<file path="src/rtl/alu_pkg.sv">
// Shared encodings for the execute-stage ALU and the sequential divider.
// - XLEN           : datapath width of the ALU and divider
// - ALU_FUNC_*     : 3-bit ALU function select; ADD also covers SUB through sub_sra
// - OP_*           : 2-bit divide opcode. Bit 0 set means unsigned. Bit 1 set means remainder.
package alu_pkg;

  localparam int XLEN = 32;

  localparam logic [2:0] ALU_FUNC_ADD  = 3'b000;  // add, or sub when sub_sra=1
  localparam logic [2:0] ALU_FUNC_SLL  = 3'b001;
  localparam logic [2:0] ALU_FUNC_SLT  = 3'b010;
  localparam logic [2:0] ALU_FUNC_SLTU = 3'b011;
  localparam logic [2:0] ALU_FUNC_XOR  = 3'b100;
  localparam logic [2:0] ALU_FUNC_SR   = 3'b101;  // srl, or sra when sub_sra=1
  localparam logic [2:0] ALU_FUNC_OR   = 3'b110;
  localparam logic [2:0] ALU_FUNC_AND  = 3'b111;

  localparam logic [1:0] OP_DIV  = 2'b00;
  localparam logic [1:0] OP_DIVU = 2'b01;
  localparam logic [1:0] OP_REM  = 2'b10;
  localparam logic [1:0] OP_REMU = 2'b11;

endpackage

</file>
<file path="src/rtl/alu_div_seq.sv">
// Multi-cycle RV32M DIV/DIVU/REM/REMU sequencer. It uses the shared ALU as
// its only arithmetic resource, does restoring division and produces one
// quotient bit per cycle.
//
// Ports:
//   clk, rst_n        : clock, asynchronous active-low reset
//   start, op         : request pulse and opcode. Sampled only in IDLE.
//   dividend, divisor : rs1 / rs2. Captured when a start is accepted.
//   busy              : high from the cycle after accept through DONE
//   done              : one-cycle pulse. result is valid during it.
//   result            : quotient or remainder. Held until the next accept.
//   alu_a, alu_b,
//   alu_func,
//   alu_sub_sra       : ALU drive. Decoded from the current state.
//   alu_s, alu_lu     : ALU sum/difference and unsigned a<b flag
//
// state  | meaning
// -------+-----------------------------------------------------------
// IDLE   | waiting for start; ALU driven 0/0
// NEG_A  | |dividend| into quo via 0 - dividend; rem cleared
// NEG_B  | |divisor| into dsr via 0 - divisor; cnt cleared
// ITER   | one restoring step per cycle, 32 cycles
// FIX    | pick quo/rem, negate through the ALU if the sign requires it
// DONE   | done pulse, then back to IDLE
module alu_div_seq
  import alu_pkg::*;
#(
  parameter int ITERS = XLEN
) (
  input  logic            clk,
  input  logic            rst_n,
  input  logic            start,
  input  logic [1:0]      op,
  input  logic [XLEN-1:0] dividend,
  input  logic [XLEN-1:0] divisor,
  output logic            busy,
  output logic            done,
  output logic [XLEN-1:0] result,
  output logic [XLEN-1:0] alu_a,
  output logic [XLEN-1:0] alu_b,
  output logic [2:0]      alu_func,
  output logic            alu_sub_sra,
  input  logic [XLEN-1:0] alu_s,
  input  logic            alu_lu
);

  localparam int CNT_W = $clog2(ITERS);

  typedef enum logic [2:0] {
    S_IDLE  = 3'd0,
    S_NEG_A = 3'd1,
    S_NEG_B = 3'd2,
    S_ITER  = 3'd3,
    S_FIX   = 3'd4,
    S_DONE  = 3'd5
  } state_t;

  state_t          state;
  logic [1:0]      op_r;
  logic            sgn;
  logic [XLEN-1:0] dvd_r;
  logic [XLEN-1:0] dvs_r;
  logic [XLEN-1:0] quo;
  logic [XLEN-1:0] rem;
  logic [XLEN-1:0] dsr;
  logic [CNT_W-1:0] cnt;

  logic [XLEN-1:0] sh;
  logic            take;
  logic            is_rem;
  logic            dvd_neg;
  logic            dvs_neg;
  logic [XLEN-1:0] fix_v;
  logic            fix_neg;

  // The partial remainder shifted left is 33 bits wide. rem[31] is its top
  // bit. When that bit is set, the shifted value is at least dsr, so the
  // subtraction is taken no matter what the 32-bit compare reports.
  assign sh      = {rem[XLEN-2:0], quo[XLEN-1]};
  assign take    = rem[XLEN-1] | ~alu_lu;

  assign is_rem  = (op_r == OP_REM) || (op_r == OP_REMU);
  assign dvd_neg = sgn & dvd_r[XLEN-1];
  assign dvs_neg = sgn & dvs_r[XLEN-1];
  assign fix_v   = is_rem ? rem : quo;
  assign fix_neg = is_rem ? dvd_neg : (dvd_neg ^ dvs_neg);

  // The ALU operands are decoded from the registered state. This lets the
  // ALU result be consumed in the same cycle it is requested.
  assign alu_func = ALU_FUNC_ADD;

  always_comb begin
    alu_a       = '0;
    alu_b       = '0;
    alu_sub_sra = 1'b0;
    case (state)
      S_NEG_A: begin
        alu_b       = dvd_r;
        alu_sub_sra = 1'b1;
      end
      S_NEG_B: begin
        alu_b       = dvs_r;
        alu_sub_sra = 1'b1;
      end
      S_ITER: begin
        alu_a       = sh;
        alu_b       = dsr;
        alu_sub_sra = 1'b1;
      end
      S_FIX: begin
        alu_b       = fix_v;
        alu_sub_sra = 1'b1;
      end
      default: ;
    endcase
  end

  always_ff @(posedge clk or negedge rst_n) begin
    if (!rst_n) begin
      state  <= S_IDLE;
      op_r   <= '0;
      sgn    <= 1'b0;
      dvd_r  <= '0;
      dvs_r  <= '0;
      quo    <= '0;
      rem    <= '0;
      dsr    <= '0;
      cnt    <= '0;
      busy   <= 1'b0;
      done   <= 1'b0;
      result <= '0;
    end else begin
      case (state)
        S_IDLE: begin
          done <= 1'b0;
          if (start) begin
            op_r  <= op;
            sgn   <= ~op[0];
            dvd_r <= dividend;
            dvs_r <= divisor;
            busy  <= 1'b1;
            if (divisor == '0) begin
              result <= ((op == OP_REM) || (op == OP_REMU)) ? dividend : '1;
              done   <= 1'b1;
              state  <= S_DONE;
            end else begin
              state <= S_NEG_A;
            end
          end
        end
        S_NEG_A: begin
          quo   <= dvd_neg ? alu_s : dvd_r;
          rem   <= '0;
          state <= S_NEG_B;
        end
        S_NEG_B: begin
          dsr   <= dvs_neg ? alu_s : dvs_r;
          cnt   <= '0;
          state <= S_ITER;
        end
        S_ITER: begin
          rem <= take ? alu_s : sh;
          quo <= {quo[XLEN-2:0], take};
          cnt <= cnt + 1'b1;
          if (cnt == CNT_W'(ITERS - 1)) begin
            state <= S_FIX;
          end
        end
        S_FIX: begin
          result <= fix_neg ? alu_s : fix_v;
          done   <= 1'b1;
          state  <= S_DONE;
        end
        S_DONE: begin
          done  <= 1'b0;
          busy  <= 1'b0;
          state <= S_IDLE;
        end
        default: begin
          done  <= 1'b0;
          busy  <= 1'b0;
          state <= S_IDLE;
        end
      endcase
    end
  end

endmodule

</file>
<file path="config.mk">
export PLATFORM = sky130hd
export DESIGN_NAME = alu_div_seq
export DESIGN_NICKNAME = d
export VERILOG_FILES = /design/src/rtl/alu_pkg.sv /design/src/rtl/alu_div_seq.sv
export SDC_FILE = /design/constraint.sdc
export NUM_CORES = 1
export LEC_CHECK = 0
export BUFFER_PORTS_ARGS = -buffer_cell sky130_fd_sc_hd__buf_4
export CAP_MARGIN = 40
export CORE_UTILIZATION = 60
export DETAILED_ROUTE_END_ITERATION = 16
export MAX_ROUTING_LAYER = met4
export PLACE_DENSITY = 0.81
export SYNTH_ARGS = -nofsm -noshare
export SYNTH_HDL_FRONTEND = slang
export SYNTH_SLANG_ARGS = --single-unit
</file>
<file path="constraint.sdc">
create_clock -name clk -period 2.9 [get_ports clk]
set_clock_uncertainty 0.05 [all_clocks]
set_input_delay 0.29 -clock clk [delete_from_list [all_inputs] [get_ports clk]]
set_output_delay 0.29 -clock clk [all_outputs]
set_load 0.05 [all_outputs]
</file>
==> results.cfg <==
[cts]
cts_tree = built
worst_skew_pair.late_latency_ns = 0.51
cts.path.max_buffers = 3
cts_sinks = 204
cts_buffers = 23
cts_root_buf = clkbuf_16
htree_levels = 1
clkSlewWorstSetupHoldPaths_ns = 0.06

[global_routing]
grt_pass1_wl_um = 55760
grt_pass1_vias = 10360
antenna_found_initial = 0
grt_max_degree = 94
grtUsageTotal = 0.4006
grt_remaining_overflow = 0

[yosys]
async_flop_share = 1.000
synth-seq-cells = 204
yosysTopAreaCell = dfrtp_1
synth.mux.area_fraction = 0.1565
synth_simple_gate_area_frac = 0.1326
syn_avg_cell_area_um2 = 9.656
synth-main-ff-cell = dfrtp_1
synthAdderAreaFrac = 0.002279
synth_area_leaders = dfrtp_1 (46%), mux2i_1 (8.6%), mux2_2 (7.1%)
yosys-top-cells-count = dfrtp_1 (204), nand2_1 (138), o21ai_0 (116), a21oi_1 (101), mux2i_1 (94)
ys_types = 48
netlist.area_leader.share = 0.4650
ys_warn_count = 0
yosysSeqAreaShare = 0.4650
synth_xor_area_frac = 0.004103
synth-compound-area-share = 0.1854
yosysMostFrequentCell = dfrtp_1
syn-cell-area_um2 = 10980
synth_top_family_by_area = compound AO/OA/AOI/OAI gates
synthCells = 1137
synth_edf_count = 0

[critical_path]
slowest_delay_ns = 0.64
critPathCapture = alu_b[19]
r2r_start = state[1]
arrival_ns = 2.48
crit_path_frequent_cell = buf_4
reg2reg_to = result[14]
critical_path_class = reg2out
crit_required_ns = 2.56
critical_path.max_fanout = 30
worst-r2r-cell-count = 7
startpoint = state[1]
cp-end-kind = output pin
crit_chain = nor2_4, nand2_1, buf_4, o21ai_0, a221o_1, buf_4
ff2ff_setup_slack_ns = 0.49
slowest_stage = dfrtp_4
start_kind = flip-flop

[pwr]
power.internal_mw = 7.723
p_leak_nw = 6.529
p_switching_mw = 6.702
power.share.switching = 0.4646
seq_power_share = 0.309
combPwrFrac = 0.506
p_clk_frac = 0.186
ir_drop_uv = 1063
p_per_area_nw_per_um2 = 1025

[drt]
avgRoutedWirePerCell_um = 22.55
vias = 10490
highest_layer = met4
ant_nets = 0
routed_via_density = 6.528
drc = 0
dr_wl_met2_um = 17070
met3_wirelength_um = 3669
wl_met1_um = 13870
totalWireLength_um = 36240
drtPass1Iterations = 7
drt-initial-drc-count = 1068

[sta]
fin_setup_tns_ns = 0
hold_viol_final = 0
slew_violations = 0
rsz0062_at_grt = false
period_needed_ns = 2.825
tightest_slew_ns = 0.8896
post-route-period-util = 0.9740
setup_viol = 0
slew_headroom = 0.4070
max_freq_mhz = 354.0

[final_layout]
nFillCells = 1209
multi_input_area_um2 = 5341
fin_nets = 1468
layout-drive-gt1-share = 0.2620
diodes = 0
area_growth_syn_to_layout_pct = 28.15
regArea_um2 = 5111
final_core_util = 0.7832

[placement]
hpwl_um = 22390
port_buffers = 200
gp_congestion = 0.8701

[floorplan]
pin_count = 204
coreArea_um2 = 17960
die-area_um2 = 18840
die_w_um = 137.3
die_h_um = 137.3
fp-row-count = 49
start_util = 0.6112

[job]
drv_cap = 0

[outcome]
status = finished clean

[worst_hold_path]
holdCritPathClass = in2reg
[power groups by stage]
stage	registers [mW]	clock network [mW]	logic, mW
3_5_place_dp	4.45	0	7.08
3_3_place_gp	4.42	0	6.96
4_1_cts	4.41	2.69	7.20
2_1_floorplan	4.21	0	5.15
6_report	4.45	2.68	7.30
5_1_grt	4.54	2.80	7.72
[logic make-up after synthesis]
logic type / Yosys count
other: 1
XOR/XNOR: 3
buffers and inverters: 131
multiplexers: 163
adder cells (fa/ha/maj): 2
AND/OR/NAND/NOR: 308
flip-flops: 204
AO/OA/AOI/OAI: 325
[metal layers]
| layer | global-route usage | vias up |
|---|---|---|
| met3 | 0.06770 | 138 |
| met4 | 0.1911 | 0 |
| met5 | - | - |
| met1 | 0.5137 | 5098 |
| li1 | - | 4541 |
| met2 | 0.6207 | 713 |
[flip-flops by register name (all words and copies together) (netlist names)]
| register | flops |
|---|---|
| busy | 1 |
| cnt | 5 |
| done | 1 |
| dsr | 32 |
| dvd_r | 32 |
| dvs_r | 32 |
| op_r | 1 |
| quo | 32 |
| rem | 32 |
| result | 32 |
| sgn | 1 |
| state | 3 |
[worst max-delay path, delay by kind of cell (launching register included)]
kind                   cells  cell delay, ns
DFF                        1            0.64
AOI/OAI and AO/OA          2            0.54
buffers and inverters      2            0.45
and+or+nand+nor            2            0.33
[repair_timing]
action                                 4_1_cts  5_1_grt
hold buffers                                62        1
endpoints found under the hold margin      120        1
setup buffers                                0        3
setup endpoints to repair                    0       13
gates resized for setup                      0        2
[placed cells by master (no fill, tap or decap), drive strengths merged, types with 43 or more instances in the layout]
cell         count
buf            239
dfrtp          204
nand2          138
o21ai          125
a21oi          101
mux2i           94
mux2            69
dlygate4sd3     63
nand3           58
a221o           56
nor2            43
[per-stage QoR]
| stage | power, mW | setup WS (ns) | hold WS [ns] | instance area [um2] | instances |
|---|---|---|---|---|---|
| 3_5_place_dp | 11.52 | 0.4575 | 0.2761 | 12740 | 1502 |
| 5_1_grt | 15.06 | 0.005784 | 0.004970 | 14070 | 1607 |
| 6_report | 14.43 | 0.07526 | 0.007756 | 14070 | 1607 |
| 2_1_floorplan | 9.361 | 0.6863 | -0.05559 | 10990 | 1139 |
| 3_3_place_gp | 11.38 | 0.5072 | 0.2693 | 12720 | 1501 |
| 4_1_cts | 14.30 | 0.07381 | 0.001083 | 14030 | 1603 |
[cell type report]
cell class                 instances  share of cell area
multi-input combinational        804              0.3796
sequential                       204              0.3633
timing repair buffer             303              0.1816
clock buffer                      35             0.04624
tap                              229             0.02036
inverter                          28            0.007470
clock inverter                     4            0.001423
[how the worst min path moves through the flow]
stage                      start   endpoint  slack, ns  depth (start not counted)
global placement           rst_n   dvd_r[0]       0.27                          1
global route          divisor[0]   dvs_r[0]      0.005                          2
finish               divisor[14]  dvs_r[14]      0.008                          2
floorplan                  rst_n       busy      -0.06                          0
CTS                 dividend[17]  dvd_r[17]      0.001                          2
detailed placement         rst_n     quo[1]       0.28                          1
No activity file was read; power rests on OpenSTA's default activity.
